$ cat config.mk
export PLATFORM = sky130hd
export DESIGN_NAME = hack_rom_loader
export DESIGN_NICKNAME = d
export VERILOG_FILES = /design/src/rtl/hack_rom_loader.sv
export SDC_FILE = /design/constraint.sdc
export NUM_CORES = 1
export LEC_CHECK = 0
export CORE_ASPECT_RATIO = 1.25
export CORE_MARGIN = 2
export CORE_UTILIZATION = 35
export CTS_BUF_LIST = sky130_fd_sc_hd__clkbuf_8
export CTS_CLUSTER_DIAMETER = 60
export DETAILED_ROUTE_END_ITERATION = 12
export RECOVER_POWER = 50
export SLEW_MARGIN = 5
export SYNTH_ARGS = -nofsm -noshare
export SYNTH_HDL_FRONTEND = slang
export SYNTH_SLANG_ARGS = --single-unit
$ cat constraint.sdc
create_clock -name clk -period 4.6 [get_ports clk]
set_clock_uncertainty 0.1 [all_clocks]
set_input_delay 0.46 -clock clk [delete_from_list [all_inputs] [get_ports clk]]
set_output_delay 0.46 -clock clk [all_outputs]
set_load 0.05 [all_outputs]
$ cat src/rtl/hack_rom_loader.sv
// hack_rom_loader: boot loader and run controller for the Hack CPU.
// Holds the CPU in reset, streams a length-prefixed program from a byte
// receiver into instruction ROM, then releases the CPU; can re-enter load.
//
// Ports:
//   clk, reset         : clock, synchronous active-high reset
//   rx_data, rx_valid  : received byte and its one-cycle strobe
//   load_req           : pulse, re-enter load mode from RUN
//   go_run             : pulse, run the existing ROM from HDR_HI
//   rom_write          : one-cycle ROM write enable
//   rom_address        : ROM write address
//   rom_data           : ROM write data
//   cpu_reset, loading : high in every state except RUN
//   timeout_err        : sticky, transfer aborted by inter-byte timeout
//   overflow           : sticky, header word count exceeded ROM size

module hack_rom_loader #(
    parameter int WORD_WIDTH        = 16,
    parameter int ROM_ADDRESS_WIDTH = 15,
    parameter int TIMEOUT_CYCLES    = 1000000
) (
    input  logic                         clk,
    input  logic                         reset,
    input  logic [7:0]                   rx_data,
    input  logic                         rx_valid,
    input  logic                         load_req,
    input  logic                         go_run,
    output logic                         rom_write,
    output logic [ROM_ADDRESS_WIDTH-1:0] rom_address,
    output logic [WORD_WIDTH-1:0]        rom_data,
    output logic                         cpu_reset,
    output logic                         loading,
    output logic                         timeout_err,
    output logic                         overflow
);

    localparam int IDLE_W = $clog2(TIMEOUT_CYCLES + 1);
    localparam logic [IDLE_W-1:0] IDLE_LAST = IDLE_W'(TIMEOUT_CYCLES - 1);
    // One bit wider than the word count so 2^16 words is representable.
    localparam logic [16:0] ROM_WORDS = 17'd1 << ROM_ADDRESS_WIDTH;

    typedef enum logic [2:0] {
        HDR_HI,
        HDR_LO,
        DATA_HI,
        DATA_LO,
        RELEASE,
        RUN
    } state_t;

    state_t                       state_q, state_d;
    logic [15:0]                  count_q, count_d;
    logic [15:0]                  index_q, index_d;
    logic [7:0]                   hi_q, hi_d;
    logic [IDLE_W-1:0]            idle_q, idle_d;
    logic                         wr_q, wr_d;
    logic [ROM_ADDRESS_WIDTH-1:0] addr_q, addr_d;
    logic [WORD_WIDTH-1:0]        data_q, data_d;
    logic                         cpu_reset_q, cpu_reset_d;
    logic                         timeout_q, timeout_d;
    logic                         overflow_q, overflow_d;

    logic [15:0] n_words;
    logic [15:0] index_inc;
    logic        idle_active;

    // Full count as it would be once the low header byte is taken.
    assign n_words     = {count_q[15:8], rx_data};
    assign index_inc   = index_q + 16'd1;
    assign idle_active = (state_q == HDR_LO) ||
                         (state_q == DATA_HI) ||
                         (state_q == DATA_LO);

    always_comb begin
        state_d    = state_q;
        count_d    = count_q;
        index_d    = index_q;
        hi_d       = hi_q;
        wr_d       = 1'b0;
        addr_d     = addr_q;
        data_d     = data_q;
        timeout_d  = timeout_q;
        overflow_d = overflow_q;

        unique case (state_q)
            HDR_HI: begin
                if (rx_valid) begin
                    count_d    = {rx_data, 8'h00};
                    timeout_d  = 1'b0;
                    overflow_d = 1'b0;
                    state_d    = HDR_LO;
                end else if (go_run) begin
                    state_d = RELEASE;
                end
            end
            HDR_LO: begin
                if (rx_valid) begin
                    count_d = n_words;
                    index_d = 16'd0;
                    state_d = (n_words == 16'd0) ? RELEASE : DATA_HI;
                    if ({1'b0, n_words} > ROM_WORDS)
                        overflow_d = 1'b1;
                end
            end
            DATA_HI: begin
                if (rx_valid) begin
                    hi_d    = rx_data;
                    state_d = DATA_LO;
                end
            end
            DATA_LO: begin
                if (rx_valid) begin
                    // Words past the end of ROM are drained, not written.
                    if ({1'b0, index_q} < ROM_WORDS) begin
                        wr_d   = 1'b1;
                        addr_d = index_q[ROM_ADDRESS_WIDTH-1:0];
                        data_d = WORD_WIDTH'({hi_q, rx_data});
                    end
                    index_d = index_inc;
                    state_d = (index_inc == count_q) ? RELEASE : DATA_HI;
                end
            end
            RELEASE: begin
                state_d = RUN;
            end
            RUN: begin
                if (load_req)
                    state_d = HDR_HI;
            end
            default: begin
                state_d = HDR_HI;
            end
        endcase

        // A byte in the expiry cycle is taken, so rx_valid blocks abort.
        if (idle_active && !rx_valid && idle_q == IDLE_LAST) begin
            timeout_d = 1'b1;
            index_d   = 16'd0;
            state_d   = HDR_HI;
        end

        if (rx_valid || !idle_active || state_d != state_q)
            idle_d = '0;
        else
            idle_d = idle_q + IDLE_W'(1);

        cpu_reset_d = (state_d != RUN);
    end

    always_ff @(posedge clk) begin
        if (reset) begin
            state_q     <= HDR_HI;
            count_q     <= '0;
            index_q     <= '0;
            hi_q        <= '0;
            idle_q      <= '0;
            wr_q        <= 1'b0;
            addr_q      <= '0;
            data_q      <= '0;
            cpu_reset_q <= 1'b1;
            timeout_q   <= 1'b0;
            overflow_q  <= 1'b0;
        end else begin
            state_q     <= state_d;
            count_q     <= count_d;
            index_q     <= index_d;
            hi_q        <= hi_d;
            idle_q      <= idle_d;
            wr_q        <= wr_d;
            addr_q      <= addr_d;
            data_q      <= data_d;
            cpu_reset_q <= cpu_reset_d;
            timeout_q   <= timeout_d;
            overflow_q  <= overflow_d;
        end
    end

    assign rom_write   = wr_q;
    assign rom_address = addr_q;
    assign rom_data    = data_q;
    assign cpu_reset   = cpu_reset_q;
    assign loading     = cpu_reset_q;
    assign timeout_err = timeout_q;
    assign overflow    = overflow_q;

endmodule
## After elaboration in Yosys (flattened, before gate mapping)

Index checks and enable logic that the tools add are counted.

- Register bits after elaboration: 98
- Latch bits: 0
- RAM bits: 0
- Bits in read-only memories: 0
- Input bits: 13
- Output and inout port bits: 36
- Logic and storage cells: 79
- Memories: 0

- Add/sub/neg operators: 2
- Multipliers: 0
- Div/mod/pow operators: 0
- Order comparisons: 2
- Equal/unequal tests: 13
- Shifts and indexed selects: 0
- Mux-type cells: 23
- Bitwise operators: 3
- Reductions and logical operators: 24

Operators with widths:

| cell | count |
|---|---|
| 16-bit one-hot mux with 2 select lines | 2 |
| 16-bit two-way mux | 3 |
| 3-bit two-way mux | 9 |
| 20-bit by 1-bit adder with 20-bit output (second input constant) | 1 |
| 20-bit == test (second input constant) | 1 |
| 3-bit one-hot mux with 6 select lines | 1 |
| 16-bit by 1-bit adder with 16-bit output (second input constant) | 1 |
| 16-bit == test | 1 |
| 16-bit > comparator (second input constant) | 1 |
| 16-bit logical NOT | 1 |
| 16-bit < comparator (second input constant) | 1 |
| 3-bit AND reduction | 4 |
| 8-bit two-way mux | 1 |
| 2-bit nonzero test | 4 |
| 3-bit by 2-bit == test with 1-bit output (second input constant) | 2 |
| 3-bit == test (second input constant) | 2 |
| 1-bit two-way mux | 6 |
| 2-bit inequality test (second input constant) | 3 |
| 1-bit logical OR | 4 |
| 2-bit AND reduction | 2 |
| 4-bit AND reduction | 1 |
| 2-bit OR reduction | 2 |
| 3-bit by 1-bit == test with 1-bit output (second input constant) | 1 |
| 3-bit logical NOT | 1 |
| 8 further kinds | 12 |

## Depth between registers and ports, before layout

Gate-level depths: netlist of run 1.

- Word-level depth: 9
- Depth in mapped cells: 8
- Depth with buffers taken out: 7

## Worst setup path after synthesis of run 1

Ideal clock, no wire load.

- Path kind: register to register
- From: register index_q[1]
- To: register state_q[1]
- Library setup time: 0.115 ns
- Arrival time: 2.068 ns
- Required time: 4.385 ns
- Slack: 2.318 ns
- Stages on the path, launching flop included: 8
- Buffers on the path: 0
- Clock period less this slack: 2.282 ns
- Cells stage by stage: dfxtp_1 > ha_1 > and3_1 > nand3_2 > nor4_1 > a31oi_1 > or4_1 > o21a_1

- Word-level cells in the longest chain between the ends: 6

Ends and longest elaborated chain:

| what | line | RTL |
|---|---|---|
| start: declaration | 53 | `logic [15:0] index_q, index_d;` |
| start signal: assignment | 166 | `index_q <= index_d;` |
| 16-bit by 1-bit adder with 16-bit output | 69 | `assign index_inc = index_q + 16'd1;` |
| 16-bit == test | 120 | `state_d = (index_inc == count_q) ? RELEASE : DATA_HI;` |
| 3-bit two-way mux | 120 |  |
| 3-bit two-way mux | 112 | `if (rx_valid) begin` |
| 3-bit one-hot mux with 6 select lines | 85 | `unique case (state_q)` |
| 3-bit two-way mux | 136 | `if (idle_active && !rx_valid && idle_q == IDLE_LAST) begin` |
| end signal: assignment | 164 | `state_q <= state_d;` |
| end: declaration | 51 | `state_t state_q, state_d;` |

Every way passes these cells.
A chain may end at the register's enable or synchronous reset.

## Worst setup path in the final report of run 1

- From: input rx_valid
- To: register data_q[1], in the netlist rom_data[1]

- Word-level cells in the longest chain between the ends: 1

Ends and longest elaborated chain:

| what | line | RTL |
|---|---|---|
| start: declaration | 25 | `input logic rx_valid,` |
| 3-bit AND reduction (no line) | - |  |
| end signal: assignment | 171 | `data_q <= data_d;` |
| end: declaration | 58 | `logic [WORD_WIDTH-1:0] data_q, data_d;` |

Every way passes these cells.

==> run_summary.xml, run 1 <==
<?xml version="1.0" encoding="UTF-8"?>
<metrics>
  <group name="outcome">
    <metric name="result_of_the_run" unit="">finished with violations</metric>
    <metric name="failed_checks" unit="">capacitance limit, slew limit</metric>
  </group>
  <group name="placement">
    <metric name="place.gp.congestion" unit="">0.808</metric>
    <metric name="dp.cells" unit="">731</metric>
    <metric name="detailed_place_hpwl" unit="µm">7040</metric>
    <metric name="buffer_ports.inserted" unit="">48</metric>
  </group>
  <group name="floorplan">
    <metric name="chipHeight" unit="µm">130</metric>
    <metric name="dieArea" unit="µm²">13600</metric>
    <metric name="initial_utilization" unit="">0.355</metric>
    <metric name="design.core.area" unit="µm²">12500</metric>
    <metric name="horizontal_extent_of_the_die" unit="µm">105</metric>
    <metric name="standard_cell_rows" unit="">46</metric>
    <metric name="io-pin-count" unit="">49</metric>
  </group>
  <group name="critical_path">
    <metric name="worst_r2r_endpoint" unit="">rom_data[1]</metric>
    <metric name="critPathCaptureType" unit="">register</metric>
    <metric name="cp_data_arrival_time" unit="ps">3730</metric>
    <metric name="regToRegSetupSlack" unit="ps">1190</metric>
    <metric name="worstReg2RegStart" unit="">state_q[1]</metric>
    <metric name="path_class" unit="">input pin to register</metric>
    <metric name="timing.critical_path.from_type" unit="">input pin</metric>
    <metric name="reg2reg_depth" unit="">5</metric>
    <metric name="cp_max_fo" unit="">32</metric>
    <metric name="cp_data_required_time" unit="ps">4810</metric>
  </group>
  <group name="timing">
    <metric name="maxSlewHeadroom" unit="">-0.258</metric>
    <metric name="min_period_over_period" unit="">0.763</metric>
    <metric name="hold_viol_final" unit="">0</metric>
    <metric name="setup_tns" unit="ps">0</metric>
    <metric name="timing_max_transition_violations_final" unit="">33</metric>
    <metric name="setup_violations" unit="">0</metric>
    <metric name="pin_slew_with_the_least_headroom_to_its_limit" unit="ps">1890</metric>
    <metric name="post-route-min-period" unit="ps">3510</metric>
    <metric name="max_freq" unit="MHz">285</metric>
    <metric name="setup_repair_after_global_routing_missed_its_margin" unit="">false</metric>
  </group>
  <group name="clocking">
    <metric name="clockBufferDepth" unit="">2</metric>
    <metric name="clk_transition_reported_paths" unit="ps">100</metric>
    <metric name="clock_sinks" unit="">98</metric>
    <metric name="cts_max_level" unit="">3</metric>
    <metric name="cts-hold-fix-buffers" unit="">0</metric>
    <metric name="resize_count_post_cts" unit="">0</metric>
    <metric name="clk_root_buffer_cell" unit="">sky130_fd_sc_hd__clkbuf_8</metric>
    <metric name="cts_buffers" unit="">9</metric>
    <metric name="post-cts-setup-buffer-count" unit="">0</metric>
    <metric name="cts_tree" unit="">yes</metric>
    <metric name="clock_latency" unit="ps">380</metric>
  </group>
  <group name="synth">
    <metric name="number_of_nets_produced_by_synthesis" unit="">566</metric>
    <metric name="synth_enable_flop_cells" unit="">0</metric>
    <metric name="synth.cell_area" unit="µm²">4450</metric>
    <metric name="synthSimpleGateAreaFrac" unit="">0.272</metric>
    <metric name="warnings_synthesis" unit="">0</metric>
    <metric name="top_cells_by_area_in_the_synthesized_netlist" unit="">sky130_fd_sc_hd__dfxtp_1, sky130_fd_sc_hd__nand2_1, sky130_fd_sc_hd__a21oi_1</metric>
    <metric name="synth-compound-area-share" unit="">0.138</metric>
    <metric name="per_instance_average_area_after_synthesis" unit="µm²">8.07</metric>
    <metric name="synth_largest_area_cell" unit="">sky130_fd_sc_hd__dfxtp_1</metric>
    <metric name="synth_fa_ha_area_frac" unit="">0.00562</metric>
    <metric name="synth_cells" unit="">551</metric>
    <metric name="postSynth.asyncResetShare" unit="">0</metric>
    <metric name="share_of_synthesized_area_occupied_by_flip_flops_and_latches" unit="">0.441</metric>
    <metric name="synth-main-ff-cell" unit="">sky130_fd_sc_hd__dfxtp_1</metric>
    <metric name="synth_top_family_by_area" unit="">simple AND/OR/NAND/NOR gates</metric>
    <metric name="ys_types" unit="">51</metric>
    <metric name="synthXorXnorAreaFrac" unit="">0.0768</metric>
    <metric name="netlist.area_leader.share" unit="">0.441</metric>
    <metric name="synth.mux.area_fraction" unit="">0.0180</metric>
    <metric name="synth_commonest_cells" unit="">sky130_fd_sc_hd__dfxtp_1, sky130_fd_sc_hd__nand2_1, sky130_fd_sc_hd__nor2_1</metric>
    <metric name="synth_seq_cells" unit="">98</metric>
    <metric name="synthMostInstantiatedCell" unit="">sky130_fd_sc_hd__dfxtp_1</metric>
  </group>
  <group name="global_route">
    <metric name="grt_overflow" unit="">0</metric>
    <metric name="grt_first_pass_wirelength" unit="µm">17300</metric>
    <metric name="grt_pass1_vias" unit="">3546</metric>
    <metric name="pin_count_of_the_biggest_net_entering_global_routing" unit="">63</metric>
    <metric name="global_route_usage_over_all_layers" unit="">0.159</metric>
    <metric name="grt_antenna_before_repair" unit="">0</metric>
  </group>
  <group name="power">
    <metric name="power_per_cell_area" unit="nW/µm²">304</metric>
    <metric name="p_sw" unit="W">0.000433</metric>
    <metric name="combinationalPowerShare" unit="">0.086</metric>
    <metric name="seq_power_share" unit="">0.567</metric>
    <metric name="switching_share" unit="">0.276</metric>
    <metric name="p_clk_frac" unit="">0.346</metric>
    <metric name="power.static_leakage" unit="nW">1.80</metric>
    <metric name="power.ir.vdd_worst" unit="mV">0.137</metric>
    <metric name="internal-power" unit="W">0.00113</metric>
  </group>
  <group name="routing">
    <metric name="avgViaCountPerCell" unit="">5.10</metric>
    <metric name="routed_wirelength" unit="µm">10500</metric>
    <metric name="post_route_drc" unit="">0</metric>
    <metric name="drt-initial-drc-count" unit="">216</metric>
    <metric name="total_iterations_of_the_first_detailed_routing_run" unit="">5</metric>
    <metric name="avgRoutedWirePerCell" unit="µm">14.1</metric>
    <metric name="routed_vias" unit="">3808</metric>
    <metric name="drtAntennaViolNets" unit="">0</metric>
  </group>
  <group name="hold_path">
    <metric name="whs_endpoint" unit="">rom_address[4]</metric>
    <metric name="worstHoldPathCells" unit="">2</metric>
    <metric name="startpoint_of_the_lowest_slack_hold_path" unit="">rom_address[4]</metric>
    <metric name="hold_class" unit="">register to register</metric>
  </group>
  <group name="finish">
    <metric name="final_net_count" unit="">589</metric>
    <metric name="antennaDiodeCount" unit="">0</metric>
    <metric name="post_route_cells_drive_above_1_share" unit="">0.0553</metric>
    <metric name="post-route-util" unit="">0.411</metric>
    <metric name="syn2layout_area_growth" unit="%">15.9</metric>
    <metric name="post_route_insts_no_fill" unit="">747</metric>
  </group>
  <group name="job">
    <metric name="max_capacitance_violation_count" unit="">1</metric>
  </group>
</metrics>
## critical path, cell delays in order
cell                              delay [ps]
sky130_fd_sc_hd__clkdlybuf4s50_1         500
sky130_fd_sc_hd__inv_1                   140
sky130_fd_sc_hd__nor2_1                   80
sky130_fd_sc_hd__nand3_1                  90
sky130_fd_sc_hd__clkbuf_1                620
sky130_fd_sc_hd__or2_0                  1460
sky130_fd_sc_hd__nand2_1                 150
sky130_fd_sc_hd__a21oi_1                 210
## stage by stage
stage	setup slack (ps)	area, µm²	hold WS, ps	power [W]
floorplan	2320	4450	330	0.00100
global placement	1690	4970	336	0.00104
detailed placement	1600	4970	346	0.00104
CTS	1740	5160	361	0.00159
global route	693	5150	372	0.00163
finish	1090	5150	356	0.00157
## worst max path at each step
| stage | startpoint | to | slack (ps) |
|---|---|---|---|
| after floorplan | index_q[1] | state_q[1] | 2320 |
| after global placement | rx_valid | index_q[15] | 1690 |
| after detailed placement | rx_valid | rom_data[13] | 1600 |
| after CTS | state_q[1] | idle_q[7] | 1740 |
| after global routing | rx_valid | rom_data[0] | 690 |
| final | rx_valid | rom_data[1] | 1090 |
## final cells by class
class | count | area, µm²
clock buffer | 10 | 138
inverter | 7 | 26.3
multi-input combinational | 407 | 2280
tap | 168 | 210
clock inverter | 6 | 48.8
timing repair buffer | 51 | 494
fill | 1310 | 7390
sequential | 98 | 1960
## cells by family after synthesis
family                   Yosys count
XOR/XNOR                          39
AND/OR/NAND/NOR                  253
adder cells (fa/ha/maj)            2
multiplexers                       8
AO/OA/AOI/OAI                    105
buffers and inverters             46
flip-flops                        98
## registers in the layout (all words and copies together), names as in the netlist, 3 cells and up
name and cells:
rom_address 15, hi_q 8, count_q 16, state_q 3, rom_data 16, index_q 16
idle_q 20
## per-layer routing
| metal | vias up | GRT usage | wire (µm) |
|---|---|---|---|
| met2 | 77 | 0.277 | 5060 |
| met4 | 0 | 0.0675 | 165 |
| met5 | - | 0 | 0 |
| met3 | 11 | 0.0335 | 429 |
| met1 | 1795 | 0.190 | 4840 |
| li1 | 1925 | - | - |
## layout by cell type (no fill, tap or decap), types with 3 or more instances in the layout
master / n
sky130_fd_sc_hd__nor2b_1: 3
sky130_fd_sc_hd__dlygate4sd3_1: 36
sky130_fd_sc_hd__xnor2_1: 23
sky130_fd_sc_hd__nor2_1: 69
sky130_fd_sc_hd__or3_1: 3
sky130_fd_sc_hd__and4_1: 3
sky130_fd_sc_hd__clkbuf_8: 10
sky130_fd_sc_hd__dfxtp_1: 98
sky130_fd_sc_hd__a31oi_1: 6
sky130_fd_sc_hd__a21oi_1: 59
sky130_fd_sc_hd__a22oi_1: 8
sky130_fd_sc_hd__nand2_1: 93
sky130_fd_sc_hd__nand4_1: 10
sky130_fd_sc_hd__or2_2: 3
sky130_fd_sc_hd__clkdlybuf4s50_1: 11
sky130_fd_sc_hd__xor2_1: 16
sky130_fd_sc_hd__nand3_1: 18
sky130_fd_sc_hd__o21ai_0: 10
sky130_fd_sc_hd__and3_1: 7
sky130_fd_sc_hd__nor3_1: 17
sky130_fd_sc_hd__mux2i_1: 8
sky130_fd_sc_hd__a21o_1: 11
sky130_fd_sc_hd__nor4_1: 6
sky130_fd_sc_hd__or4_1: 3
sky130_fd_sc_hd__inv_1: 7
## power groups by stage
stage | Sequential [W] | Clock, W | Combinational, W
floorplan | 0.000899 | 0 | 0.000101
global placement | 0.000907 | 0 | 0.000134
detailed placement | 0.000908 | 0 | 0.000136
CTS | 0.000888 | 0.000562 | 0.000137
global route | 0.000892 | 0.000592 | 0.000150
finish | 0.000888 | 0.000543 | 0.000135
(Power assumes the default switching activity.)
==> inputs of run 2 (changes only) <==
==> constraint.sdc (replaced) <==
create_clock -name clk -period 3.2 [get_ports clk]
set_clock_uncertainty 0.1 [all_clocks]
set_input_delay 0.32 -clock clk [delete_from_list [all_inputs] [get_ports clk]]
set_output_delay 0.32 -clock clk [all_outputs]
set_load 0.05 [all_outputs]
==> run_summary.xml, run 2 (synthesis gave the netlist of run 1 again) <==
<?xml version="1.0" encoding="UTF-8"?>
<metrics>
  <group name="outcome">
    <metric name="result_of_the_run" unit="">complete, no violations</metric>
  </group>
  <group name="routing">
    <metric name="total_iterations_of_the_first_detailed_routing_run" unit="">6</metric>
    <metric name="post_route_drc" unit="">0</metric>
    <metric name="drtAntennaViolNets" unit="">0</metric>
    <metric name="avgViaCountPerCell" unit="">5.12</metric>
    <metric name="avgRoutedWirePerCell" unit="µm">14.1</metric>
    <metric name="routed_vias" unit="">3855</metric>
    <metric name="drt-initial-drc-count" unit="">151</metric>
    <metric name="routed_wirelength" unit="µm">10600</metric>
  </group>
  <group name="floorplan">
    <metric name="io-pin-count" unit="">49</metric>
    <metric name="chipHeight" unit="µm">130</metric>
    <metric name="dieArea" unit="µm²">13600</metric>
    <metric name="design.core.area" unit="µm²">12500</metric>
    <metric name="standard_cell_rows" unit="">46</metric>
    <metric name="initial_utilization" unit="">0.355</metric>
    <metric name="horizontal_extent_of_the_die" unit="µm">105</metric>
  </group>
  <group name="clocking">
    <metric name="clk_transition_reported_paths" unit="ps">110</metric>
    <metric name="clock_sinks" unit="">98</metric>
    <metric name="cts_tree" unit="">yes</metric>
    <metric name="cts_max_level" unit="">3</metric>
    <metric name="clk_root_buffer_cell" unit="">sky130_fd_sc_hd__clkbuf_8</metric>
    <metric name="clockBufferDepth" unit="">2</metric>
    <metric name="resize_count_post_cts" unit="">0</metric>
    <metric name="cts-hold-fix-buffers" unit="">0</metric>
    <metric name="cts_buffers" unit="">9</metric>
    <metric name="post-cts-setup-buffer-count" unit="">0</metric>
    <metric name="clock_latency" unit="ps">380</metric>
  </group>
  <group name="global_route">
    <metric name="grt_overflow" unit="">0</metric>
    <metric name="grt_antenna_before_repair" unit="">0</metric>
    <metric name="global_route_usage_over_all_layers" unit="">0.161</metric>
    <metric name="pin_count_of_the_biggest_net_entering_global_routing" unit="">58</metric>
    <metric name="grt_first_pass_wirelength" unit="µm">17800</metric>
    <metric name="grt_pass1_vias" unit="">3700</metric>
  </group>
  <group name="critical_path">
    <metric name="cp_data_required_time" unit="ps">3380</metric>
    <metric name="critPathCaptureType" unit="">register</metric>
    <metric name="path_class" unit="">register to register</metric>
    <metric name="timing.critical_path.from_type" unit="">register</metric>
    <metric name="cp_data_arrival_time" unit="ps">2880</metric>
    <metric name="regToRegSetupSlack" unit="ps">510</metric>
    <metric name="cp_max_fo" unit="">8</metric>
  </group>
  <group name="timing">
    <metric name="hold_viol_final" unit="">0</metric>
    <metric name="setup_tns" unit="ps">0</metric>
    <metric name="timing_max_transition_violations_final" unit="">0</metric>
    <metric name="maxSlewHeadroom" unit="">0.269</metric>
    <metric name="post-route-min-period" unit="ps">2690</metric>
    <metric name="setup_violations" unit="">0</metric>
    <metric name="setup_repair_after_global_routing_missed_its_margin" unit="">false</metric>
    <metric name="pin_slew_with_the_least_headroom_to_its_limit" unit="ps">1100</metric>
    <metric name="min_period_over_period" unit="">0.842</metric>
    <metric name="max_freq" unit="MHz">371</metric>
  </group>
  <group name="power">
    <metric name="post-layout-total-power" unit="W">0.00235</metric>
    <metric name="power_per_cell_area" unit="nW/µm²">449</metric>
    <metric name="power.ir.vdd_worst" unit="mV">0.275</metric>
    <metric name="internal-power" unit="W">0.00170</metric>
    <metric name="p_clk_frac" unit="">0.372</metric>
    <metric name="combinationalPowerShare" unit="">0.086</metric>
    <metric name="switching_share" unit="">0.276</metric>
    <metric name="power.static_leakage" unit="nW">1.85</metric>
    <metric name="p_sw" unit="W">0.000649</metric>
    <metric name="seq_power_share" unit="">0.541</metric>
  </group>
  <group name="finish">
    <metric name="largest_reg_flops" unit="">20</metric>
    <metric name="filler_cell_count" unit="">1336</metric>
    <metric name="layout.area.seq" unit="µm²">1960</metric>
    <metric name="most_common_library_cell_in_the_layout_ignoring_fill_and_taps" unit="">sky130_fd_sc_hd__dfxtp_1</metric>
    <metric name="final_net_count" unit="">595</metric>
    <metric name="final_cell_mix" unit="">sky130_fd_sc_hd__dfxtp_1, sky130_fd_sc_hd__nand2_1, sky130_fd_sc_hd__nor2_1</metric>
    <metric name="antennaDiodeCount" unit="">0</metric>
    <metric name="post_route_cells_drive_above_1_share" unit="">0.0650</metric>
    <metric name="multi_input_comb_area" unit="µm²">2280</metric>
    <metric name="syn2layout_area_growth" unit="%">17.6</metric>
    <metric name="max_flop_register" unit="">idle_q</metric>
  </group>
  <group name="placement">
    <metric name="buffer_ports.inserted" unit="">48</metric>
    <metric name="detailed_place_hpwl" unit="µm">7330</metric>
    <metric name="place.gp.congestion" unit="">0.853</metric>
  </group>
  <group name="job">
    <metric name="max_capacitance_violation_count" unit="">0</metric>
  </group>
  <group name="hold_path">
    <metric name="hold_class" unit="">input pin to register</metric>
  </group>
</metrics>
-- run 2: power groups by stage --
stage	Combinational [W]	Clock [W]	Sequential (W)
floorplan	0.000145	0	0.00129
global placement	0.000203	0	0.00130
detailed placement	0.000206	0	0.00130
CTS	0.000207	0.000893	0.00127
global route	0.000226	0.000942	0.00128
finish	0.000203	0.000875	0.00127
-- run 2: final timing paths --
path	endpoint	from	cells after the start
worst max register to register	state_q[1]	index_q[0]	7
worst min-delay path	timeout_err	reset	2
worst min register to register	rom_address[3]	rom_address[3]	2
worst max-delay path	state_q[1]	index_q[0]	7
-- run 2: final cells by class --
cell class / instances / area share
Multi-Input combinational cell: 407 / 0.435
Sequential cell: 98 / 0.375
Timing Repair Buffer: 57 / 0.103
Tap cell: 168 / 0.0402
Clock buffer: 9 / 0.0237
Clock inverter: 7 / 0.0182
Inverter: 7 / 0.00502
-- run 2: through the flow --
step | setup slack (ps) | std cells | utilization | instance area (µm²) | hold slack (ps)
2_1_floorplan | 918 | 551 | - | 4450 | 330
3_3_place_gp | 644 | 737 | 0.400 | 5020 | 339
3_5_place_dp | 539 | 737 | 0.400 | 5020 | 347
4_1_cts | 509 | 753 | 0.417 | 5240 | 104
5_1_grt | 356 | 753 | 0.417 | 5230 | 116
6_report | 506 | 753 | 0.417 | 5230 | 120
-- run 2: routing by layer --
layer / track usage / up-vias / wire (µm)
met5: 0 / - / 0
met4: 0.0612 / 0 / 212
met3: 0.0360 / 21 / 407
met2: 0.271 / 86 / 4950
met1: 0.202 / 1804 / 5030
li1: - / 1944 / -
-- run 2: critical path, stage by stage, from the launching register on --
cell and delay [ps]:
sky130_fd_sc_hd__dfxtp_1 520, sky130_fd_sc_hd__ha_1 350, sky130_fd_sc_hd__and3_1 300, sky130_fd_sc_hd__nand3_2 130
sky130_fd_sc_hd__nor4_1 340, sky130_fd_sc_hd__a31oi_1 60, sky130_fd_sc_hd__or4_1 580, sky130_fd_sc_hd__o21a_1 210
==> inputs of run 3 (changes only) <==
==> constraint.sdc (replaced) <==
create_clock -name clk -period 2.2 [get_ports clk]
set_clock_uncertainty 0.1 [all_clocks]
set_input_delay 0.22 -clock clk [delete_from_list [all_inputs] [get_ports clk]]
set_output_delay 0.22 -clock clk [all_outputs]
set_load 0.05 [all_outputs]
==> run_summary.xml, run 3 (synthesis gave the netlist of run 1 again) <==
<?xml version="1.0" encoding="UTF-8"?>
<metrics>
  <group name="finish">
    <metric name="final_cell_mix" unit="">sky130_fd_sc_hd__nand2_1, sky130_fd_sc_hd__dfxtp_1, sky130_fd_sc_hd__nor2_1</metric>
    <metric name="post_route_cells_drive_above_1_share" unit="">0.163</metric>
    <metric name="post-route-util" unit="">0.453</metric>
    <metric name="syn2layout_area_growth" unit="%">27.8</metric>
    <metric name="most_common_library_cell_in_the_layout_ignoring_fill_and_taps" unit="">sky130_fd_sc_hd__nand2_1</metric>
    <metric name="max_flop_register" unit="">idle_q</metric>
    <metric name="final_net_count" unit="">642</metric>
    <metric name="antennaDiodeCount" unit="">0</metric>
    <metric name="largest_reg_flops" unit="">20</metric>
    <metric name="post_route_insts_no_fill" unit="">799</metric>
    <metric name="finish.instance_area" unit="µm²">5690</metric>
  </group>
  <group name="routing">
    <metric name="routed_vias" unit="">3992</metric>
    <metric name="total_iterations_of_the_first_detailed_routing_run" unit="">4</metric>
    <metric name="post_route_drc" unit="">0</metric>
    <metric name="avgViaCountPerCell" unit="">5.00</metric>
    <metric name="drtAntennaViolNets" unit="">0</metric>
    <metric name="avgRoutedWirePerCell" unit="µm">14.2</metric>
    <metric name="routed_wirelength" unit="µm">11300</metric>
    <metric name="drt-initial-drc-count" unit="">177</metric>
  </group>
  <group name="placement">
    <metric name="buffer_ports.inserted" unit="">48</metric>
    <metric name="place.gp.congestion" unit="">0.855</metric>
    <metric name="detailed_place_hpwl" unit="µm">8030</metric>
    <metric name="dp.cells" unit="">783</metric>
    <metric name="placedInstanceArea" unit="µm²">5400</metric>
  </group>
  <group name="power">
    <metric name="power.ir.vdd_worst" unit="mV">0.330</metric>
    <metric name="power.static_leakage" unit="nW">2.12</metric>
    <metric name="power_per_cell_area" unit="nW/µm²">599</metric>
    <metric name="post-layout-total-power" unit="W">0.00341</metric>
  </group>
  <group name="timing">
    <metric name="min_period_over_period" unit="">0.956</metric>
    <metric name="setup_repair_after_global_routing_missed_its_margin" unit="">true</metric>
    <metric name="setup_violations" unit="">0</metric>
    <metric name="post-route-min-period" unit="ps">2100</metric>
    <metric name="timing_max_transition_violations_final" unit="">0</metric>
    <metric name="hold_viol_final" unit="">0</metric>
    <metric name="max_freq" unit="MHz">476</metric>
    <metric name="pin_slew_with_the_least_headroom_to_its_limit" unit="ps">655</metric>
    <metric name="fin_hold_ws" unit="ps">43.3</metric>
    <metric name="maxSlewHeadroom" unit="">0.563</metric>
  </group>
  <group name="critical_path">
    <metric name="critical_path.slowest_cell" unit="">sky130_fd_sc_hd__or4_4</metric>
    <metric name="timing.critical_path.from_type" unit="">register</metric>
    <metric name="cp_data_arrival_time" unit="ps">2280</metric>
    <metric name="critPathCaptureType" unit="">register</metric>
    <metric name="cp_data_required_time" unit="ps">2370</metric>
    <metric name="cp_max_fo" unit="">5</metric>
    <metric name="critPathTopFamily" unit="">simple AND/OR/NAND/NOR gates</metric>
    <metric name="critical_path.max_stage_delay" unit="ps">560</metric>
    <metric name="path_buf_inv" unit="">0</metric>
    <metric name="timing.critical_path.cells" unit="">ha_4 -&gt; and3_4 -&gt; and4_1 -&gt; o21ai_1 -&gt; a31oi_1 -&gt; or4_4 -&gt; o21a_1</metric>
    <metric name="path_class" unit="">register to register</metric>
  </group>
  <group name="floorplan">
    <metric name="initial_utilization" unit="">0.355</metric>
    <metric name="horizontal_extent_of_the_die" unit="µm">105</metric>
    <metric name="chipHeight" unit="µm">130</metric>
    <metric name="dieArea" unit="µm²">13600</metric>
    <metric name="io-pin-count" unit="">49</metric>
    <metric name="design.core.area" unit="µm²">12500</metric>
    <metric name="standard_cell_rows" unit="">46</metric>
  </group>
  <group name="job">
    <metric name="max_capacitance_violation_count" unit="">0</metric>
  </group>
  <group name="global_route">
    <metric name="groute.layer.met3.usage" unit="">0.0410</metric>
    <metric name="grt_antenna_before_repair" unit="">0</metric>
    <metric name="global_route_usage_over_all_layers" unit="">0.173</metric>
    <metric name="grt_first_pass_wirelength" unit="µm">19000</metric>
    <metric name="global_route.peak_usage_layer" unit="">met2</metric>
    <metric name="grt_overflow" unit="">0</metric>
    <metric name="grt_use_met2" unit="">0.297</metric>
    <metric name="groute.layer.met1.usage" unit="">0.215</metric>
    <metric name="grt_pass1_vias" unit="">3927</metric>
    <metric name="pin_count_of_the_biggest_net_entering_global_routing" unit="">59</metric>
  </group>
  <group name="clocking">
    <metric name="clock_sinks" unit="">98</metric>
    <metric name="clk_root_buffer_cell" unit="">sky130_fd_sc_hd__clkbuf_8</metric>
    <metric name="cts_max_level" unit="">3</metric>
    <metric name="clock_latency" unit="ps">380</metric>
    <metric name="clk_transition_reported_paths" unit="ps">100</metric>
    <metric name="cts_tree" unit="">yes</metric>
    <metric name="clockBufferDepth" unit="">2</metric>
    <metric name="cts_buffers" unit="">9</metric>
  </group>
  <group name="hold_path">
    <metric name="hold_class" unit="">input pin to register</metric>
  </group>
  <group name="outcome">
    <metric name="result_of_the_run" unit="">complete, no violations</metric>
  </group>
</metrics>
[run 3: cell types whose count changed in the layout (fill, tap and decap cells not counted), sizes merged]
cell          previous run  this run
clkbuf                  10        11
inv                     10         9
clkinv                   3         2
buf                      9        55
dlymetal6s2s             0         1
[run 3: worst paths after layout]
check | start | end | slack [ps] | cells past startpoint
max | index_q[0] | state_q[1] | 100 | 7
min reg2reg | rom_address[5] | rom_address[5] | 350 | 2
min | reset | state_q[2] | 40 | 2
max reg2reg | index_q[0] | state_q[1] | 100 | 7
[run 3: per-layer routing]
layer	vias to the layer above	routed length [µm]
met5	-	0
met4	0	157
met3	11	444
met2	83	5550
met1	1869	5160
li1	2029	-
[run 3: stage by stage]
| step | TNS [ps] | setup WS, ps |
|---|---|---|
| after global placement | -254 | -86.3 |
| final | 0 | 97.2 |
| after detailed placement | -567 | -145 |
| after global routing | -10.2 | -10.2 |
| after floorplan | 0 | 85.8 |
| after CTS | 0 | 13.5 |
[run 3: area by class of cell]
cell class                      count  area (µm²)
Sequential cell                    98        1970
Tap cell                          168         210
Fill cell                        1291        6860
Clock buffer                       10         138
Multi-Input combinational cell    407        2370
Timing Repair Buffer              104         913
Inverter                            7        26.3
Clock inverter                      5        61.3
[run 3: repair_timing]
item	CTS	global route
hold buffers	0	0
gates resized for setup	5	18
setup endpoints to repair	22	38
pin swaps	1	6
buffers inserted	0	1
[run 3: report_power, final]
group	switching, W	internal [W]	total (W)
combinational	0.000208	0.000151	0.000358
sequential	0.0000383	0.00181	0.00184
clock	0.000646	0.000559	0.00120
total	0.000892	0.00252	0.00341
